--- src/rtl/music_pkg.sv ---
// Shared definitions for the song sequencer: word layout, end marker and FSM states.
package music_pkg;

  localparam int unsigned WORD_W   = 32;
  localparam int unsigned TONE_MSB = 31;
  localparam int unsigned TONE_LSB = 16;
  localparam int unsigned BEAT_MSB = 15;
  localparam int unsigned BEAT_LSB = 0;
  localparam int unsigned TONE_W   = TONE_MSB - TONE_LSB + 1;
  localparam int unsigned BEAT_W   = BEAT_MSB - BEAT_LSB + 1;

  localparam logic [BEAT_W-1:0] END_BEAT = '0;

  typedef enum logic [2:0] {
    ST_IDLE  = 3'd0,
    ST_FETCH = 3'd1,
    ST_LOAD  = 3'd2,
    ST_PLAY  = 3'd3,
    ST_GAP   = 3'd4,
    ST_DONE  = 3'd5
  } state_t;

  typedef struct packed {
    logic [TONE_W-1:0] tone;
    logic [BEAT_W-1:0] beat;
  } note_t;

  function automatic note_t decode_note(input logic [WORD_W-1:0] word);
    note_t n;
    n.tone = word[TONE_MSB:TONE_LSB];
    n.beat = word[BEAT_MSB:BEAT_LSB];
    return n;
  endfunction

endpackage

--- src/rtl/beat_tick_gen.sv ---
// Beat prescaler: one-cycle tick every TICK_DIV clocks, realigned by clr.
module beat_tick_gen #(
  parameter int unsigned TICK_DIV = 50000
) (
  input  logic clk,
  input  logic rst_n,
  input  logic clr,
  output logic tick
);

  localparam int unsigned CNT_W = (TICK_DIV > 1) ? $clog2(TICK_DIV) : 1;
  localparam logic [CNT_W-1:0] CNT_LAST = CNT_W'(TICK_DIV - 1);
  localparam logic [CNT_W-1:0] CNT_PRE  = CNT_W'((TICK_DIV > 1) ? (TICK_DIV - 2) : 0);
  localparam logic SINGLE = (TICK_DIV == 1);

  logic [CNT_W-1:0] r_cnt;
  logic             r_tick;

  // Tick is registered one count early so it lands exactly TICK_DIV cycles after clr.
  always_ff @(posedge clk or negedge rst_n) begin
    if (!rst_n) begin
      r_cnt  <= '0;
      r_tick <= 1'b0;
    end else if (clr) begin
      r_cnt  <= '0;
      r_tick <= SINGLE;
    end else begin
      r_cnt  <= (r_cnt == CNT_LAST) ? '0 : r_cnt + CNT_W'(1);
      r_tick <= SINGLE | (r_cnt == CNT_PRE);
    end
  end

  assign tick = r_tick;

endmodule

--- src/rtl/note_sequencer.sv ---
// Plays a song from ROM on a square-wave buzzer: each word gives a tone
// half-period and a beat count; silent gaps separate consecutive notes.
module note_sequencer
  import music_pkg::*;
#(
  parameter int unsigned ADDR_WIDTH = 16,
  parameter int unsigned DATA_WIDTH = 32,
  parameter int unsigned TICK_DIV   = 50000,
  parameter int unsigned GAP_TICKS  = 10
) (
  input  logic                  clk,
  input  logic                  rst_n,
  input  logic                  start_i,
  input  logic                  stop_i,
  input  logic                  loop_i,
  output logic [ADDR_WIDTH-1:0] rom_addr_o,
  output logic                  rom_en_o,
  input  logic [DATA_WIDTH-1:0] rom_data_i,
  output logic                  buzzer_o,
  output logic                  busy_o,
  output logic                  done_o
);

  localparam int unsigned GAP_W = (GAP_TICKS > 0) ? $clog2(GAP_TICKS + 1) : 1;

  state_t            r_state;
  logic [ADDR_WIDTH-1:0] r_addr;
  logic              r_en;
  logic              r_buzz;
  logic              r_busy;
  logic              r_done;
  logic [TONE_W-1:0] r_tone;
  logic [TONE_W-1:0] r_phase;
  logic [BEAT_W-1:0] r_beat;
  logic [GAP_W-1:0]  r_gap;

  logic  w_tick;
  logic  w_clr;
  note_t w_note;
  logic  w_at_end;
  logic  w_play_last;
  logic  w_gap_last;
  logic  w_note_done;

  assign w_clr  = (r_state == ST_LOAD);
  assign w_note = decode_note(WORD_W'(rom_data_i));

  beat_tick_gen #(
    .TICK_DIV (TICK_DIV)
  ) u_tick (
    .clk   (clk),
    .rst_n (rst_n),
    .clr   (w_clr),
    .tick  (w_tick)
  );

  // A note finishes at the end of its gap, or at the end of play when gaps are disabled.
  assign w_at_end    = &r_addr;
  assign w_play_last = (r_state == ST_PLAY) && w_tick && (r_beat == BEAT_W'(1));
  assign w_gap_last  = (r_state == ST_GAP)  && w_tick && (r_gap == GAP_W'(1));
  assign w_note_done = (GAP_TICKS == 0) ? w_play_last : w_gap_last;

  always_ff @(posedge clk or negedge rst_n) begin
    if (!rst_n) begin
      r_state <= ST_IDLE;
      r_addr  <= '0;
      r_en    <= 1'b0;
      r_buzz  <= 1'b0;
      r_busy  <= 1'b0;
      r_done  <= 1'b0;
      r_tone  <= '0;
      r_phase <= '0;
      r_beat  <= '0;
      r_gap   <= '0;
    end else begin
      r_en   <= 1'b0;
      r_done <= 1'b0;
      if (stop_i) begin
        r_state <= ST_IDLE;
        r_buzz  <= 1'b0;
        r_busy  <= 1'b0;
        r_phase <= '0;
      end else if (w_note_done) begin
        r_buzz  <= 1'b0;
        r_phase <= '0;
        // The last address never wraps: it ends the song like an end marker.
        if (!w_at_end) begin
          r_addr  <= r_addr + ADDR_WIDTH'(1);
          r_state <= ST_FETCH;
          r_en    <= 1'b1;
        end else if (loop_i) begin
          r_addr  <= '0;
          r_state <= ST_FETCH;
          r_en    <= 1'b1;
        end else begin
          r_state <= ST_DONE;
          r_busy  <= 1'b0;
          r_done  <= 1'b1;
        end
      end else begin
        case (r_state)
          ST_IDLE, ST_DONE: begin
            if (start_i) begin
              r_addr  <= '0;
              r_state <= ST_FETCH;
              r_en    <= 1'b1;
              r_busy  <= 1'b1;
            end
          end
          ST_FETCH: begin
            r_state <= ST_LOAD;
          end
          ST_LOAD: begin
            r_buzz <= 1'b0;
            if (w_note.beat == END_BEAT) begin
              if (loop_i) begin
                r_addr  <= '0;
                r_state <= ST_FETCH;
                r_en    <= 1'b1;
              end else begin
                r_state <= ST_DONE;
                r_busy  <= 1'b0;
                r_done  <= 1'b1;
              end
            end else begin
              r_tone  <= w_note.tone;
              r_phase <= w_note.tone - TONE_W'(1);
              r_beat  <= w_note.beat;
              r_state <= ST_PLAY;
            end
          end
          ST_PLAY: begin
            if (r_tone != '0) begin
              if (r_phase == '0) begin
                r_buzz  <= ~r_buzz;
                r_phase <= r_tone - TONE_W'(1);
              end else begin
                r_phase <= r_phase - TONE_W'(1);
              end
            end
            if (w_tick) begin
              if (w_play_last) begin
                r_state <= ST_GAP;
                r_buzz  <= 1'b0;
                r_phase <= '0;
                r_gap   <= GAP_W'(GAP_TICKS);
              end else begin
                r_beat <= r_beat - BEAT_W'(1);
              end
            end
          end
          ST_GAP: begin
            if (w_tick) begin
              r_gap <= r_gap - GAP_W'(1);
            end
          end
          default: begin
            r_state <= ST_IDLE;
            r_busy  <= 1'b0;
            r_buzz  <= 1'b0;
          end
        endcase
      end
    end
  end

  assign rom_addr_o = r_addr;
  assign rom_en_o   = r_en;
  assign buzzer_o   = r_buzz;
  assign busy_o     = r_busy;
  assign done_o     = r_done;

endmodule

--- config.mk ---
export PLATFORM = sky130hd
export DESIGN_NAME = note_sequencer
export DESIGN_NICKNAME = d
export VERILOG_FILES = /design/src/rtl/music_pkg.sv /design/src/rtl/beat_tick_gen.sv /design/src/rtl/note_sequencer.sv
export SDC_FILE = /design/constraint.sdc
export NUM_CORES = 1
export LEC_CHECK = 0
export CORE_MARGIN = 2
export CORE_UTILIZATION = 35
export CTS_CLUSTER_DIAMETER = 30
export DETAILED_ROUTE_END_ITERATION = 8
export PLACE_DENSITY_LB_ADDON = 0.12
export SLEW_MARGIN = 10
export SYNTH_ARGS = -nofsm -noshare
export SYNTH_HDL_FRONTEND = slang
export SYNTH_SLANG_ARGS = --single-unit
--- constraint.sdc ---
create_clock -name clk -period 4.9 [get_ports clk]
set_input_delay 0.98 -clock clk [delete_from_list [all_inputs] [get_ports clk]]
set_output_delay 0.98 -clock clk [all_outputs]
set_load 0.05 [all_outputs]
==> results.json <==
{
  "status": "completed",
  "synth_seq_cells": 92,
  "ys_warn_count": 0,
  "syn_area_um2": 5920,
  "area_delta_synth_final_pct": 18.2,
  "grt_pass1_wl_mm": 28.1,
  "vias_per_cell": 5.92,
  "vias": 5539,
  "cts_tree": "yes",
  "cts.sinks": 92,
  "power_uw": 3800,
  "start_kind": "register",
  "grt.total_usage": 0.195,
  "finalNetCount": 756,
  "syn_area_per_cell_um2": 8.81,
  "finish.utilization": 0.422,
  "worst-r2r-cell-count": 10,
  "clockBufferDepth": 2,
  "cts_resized": 0,
  "initial_core_util": 0.357,
  "io_pins": 57,
  "grt_overflow": 0,
  "first_global_vias": 5524,
  "end_kind": "register",
  "crit_type": "register to register",
  "synth_top_flop_cell": "dfrtp_1",
  "cp_max_fo": 12,
  "grt_max_degree": 59,
  "gp_congestion": 0.889,
  "holdPathStages": 1,
  "period_share": 0.712,
  "yosysTopAreaCell": "dfrtp_1",
  "syn-instance-count": 672,
  "drt_iter0_drc": 426,
  "slew-limit-headroom": 0.317,
  "drc": 0,
  "diodes": 0,
  "synth_top_area_frac": 0.389,
  "dpl.hpwl_mm": 12.2,
  "post-cts-setup-buffer-count": 0,
  "powerDensity_nw_per_um2": 544,
  "dieWidth_um": 134,
  "tightestPinTransition_ns": 1.02,
  "synth_edf_count": 0,
  "finClkSkew_ns": 0.00773,
  "drt-total-wl_mm": 16.9,
  "critPathRequiredTime_ns": 5.13,
  "cts_inserted_buffers": 9,
  "async_reset_ff_frac": 1.00,
  "whs_ns": 0.493,
  "maxCapViolCount": 0,
  "finalSetupViolations": 0,
  "dieArea_um2": 18000,
  "yosysSeqAreaShare": 0.389,
  "cts_hold_buf": 0,
  "p_leak_uw": 0.00276,
  "tns_ns": 0,
  "drive_gt1_frac": 0.0797,
  "row_count": 47,
  "grt_antenna_before_repair": 0,
  "insertion_delay_ns": 0.35,
  "portBuffers": 56,
  "rsz0062_at_grt": "no",
  "dpl_worst_slack_ns": 1.19,
  "die_h_um": 134,
  "setup_slack_ns": 1.41,
  "arrival_ns": 3.72,
  "fmax_ghz": 0.287,
  "clk_pin_slew_ns": 0.06,
  "routedWlPerCell_um": 18.1,
  "irDropWorstVdd_uv": 253,
  "slew_viol_final": 0,
  "cts-root-buf": "clkbuf_16",
  "yosys-top-cells-area": "dfrtp_1 (39%), nor2_1 (4.4%), xor2_1 (3.0%)",
  "hold_path_class": "register to register",
  "finalHoldViolCount": 0,
  "core_region_area_um2": 16600,
  "cts.htree.levels": 3,
  "drt-pass1-iter-count": 5,
  "postRouteAntennaNets": 0,
  "fin_crit_ns": 3.49,
  "syn_nets": 718,
  "ys_types": 77
}
[layout make-up]
class	count	area [um2]
multi-input cells	526	3390
clock inverters	4	95.1
clock buffers	12	256
fillers	1659	9590
repair buffers	62	603
well taps	220	275
inverters	19	71.3
flip-flops and latches	92	2300
[cells in the final DEF (no fill, tap or decap), drive strengths merged, types with 4 or more instances in the layout]
master | synthesis | layout
mux2i | 8 | 8
nand3b | 4 | 4
a2111oi | 6 | 6
clkdlybuf4s50 | 0 | 55
o211ai | 9 | 9
nor3b | 5 | 5
or4 | 10 | 10
nand4 | 9 | 9
buf | 11 | 7
a31oi | 18 | 18
dfrtp | 92 | 92
a22oi | 15 | 15
ha | 9 | 9
xnor2 | 8 | 8
nand2 | 42 | 42
mux2 | 15 | 15
or2 | 9 | 9
o31ai | 6 | 6
clkbuf | 24 | 12
or3 | 6 | 6
and4 | 5 | 5
nor4 | 21 | 21
a21oi | 33 | 33
o21ai | 60 | 60
nor3 | 32 | 32
inv | 19 | 19
a21o | 4 | 4
a211oi | 6 | 6
and3 | 10 | 10
o2bb2ai | 7 | 7
and2 | 6 | 6
xor2 | 20 | 20
nand3 | 17 | 17
nand2b | 4 | 4
nor2 | 70 | 70
[cells in the mapped netlist (all sizes together), types with 11 or more instances]
| cell type | n |
|---|---|
| a22oi | 15 |
| a21oi | 33 |
| nor3 | 32 |
| nand2 | 42 |
| a31oi | 18 |
| o21ai | 60 |
| nor2 | 70 |
| nand3 | 17 |
| nor4 | 21 |
| dfrtp | 92 |
| buf | 11 |
| inv | 19 |
| mux2 | 15 |
| xor2 | 20 |
| clkbuf | 24 |
[cell families after synthesis]
family,share of synthesized area
fa+ha+maj,0.0190
xor+xnor,0.0414
buf+inv,0.0397
simple gates,0.239
compound gates,0.230
mux,0.0421
flops,0.389
[per-stage QoR]
| step | std cells | instance area, um2 |
|---|---|---|
| final | 935 | 6990 |
| after global routing | 935 | 6990 |
| after CTS | 935 | 6990 |
| after detailed placement | 919 | 6640 |
| after global placement | 919 | 6640 |
| after floorplan | 672 | 5920 |
[power by group]
| group | switching, uW | leakage [uW] | internal (uW) | total (uW) |
|---|---|---|---|---|
| combinational | 1050 | 0.00138 | 691 | 1740 |
| sequential | 274 | 0.00121 | 962 | 1240 |
| clock | 301 | 0.000173 | 526 | 827 |
[per-layer routing]
metal / GRT usage / up-vias / part of all wire
li1: - / 2613 / -
met1: 0.238 / 2698 / 0.42
met2: 0.319 / 174 / 0.49
met3: 0.0446 / 54 / 0.046
met4: 0.111 / 0 / 0.043
met5: 0 / - / 0
[worst max-delay path: stages, from the launching register on]
cell and delay [ns]:
dfrtp_1 0.51, or4_1 0.65, nand3b_1 0.26, nor2_1 0.44, a21oi_1 0.17, ha_1 0.30, nand3_1 0.16, a211oi_1 0.11
a221oi_1 0.40, a2111oi_2 0.09, a221o_1 0.28
[registers in the layout, summed over array words and instances (netlist names), 3 cells and up]
register / cells
r_state: 3
rom_addr_o: 16
r_beat: 16
r_tone: 16
r_gap: 4
u_tick.r_cnt: 16
r_phase: 16
[worst paths after layout]
kind	endpoint	slack, ns	startpoint
worst max-delay path	r_phase[8]	1.41	r_phase[7]
worst min register to register	r_beat[6]	0.49	r_beat[6]
min in group asynchronous	r_tone[4]	0.68	rst_n
worst max register to register	r_phase[8]	1.41	r_phase[7]
max in group asynchronous	rom_addr_o[13]	3.25	rst_n
worst min-delay path	r_beat[6]	0.49	r_beat[6]
No activity file was read; power rests on OpenSTA's default activity.
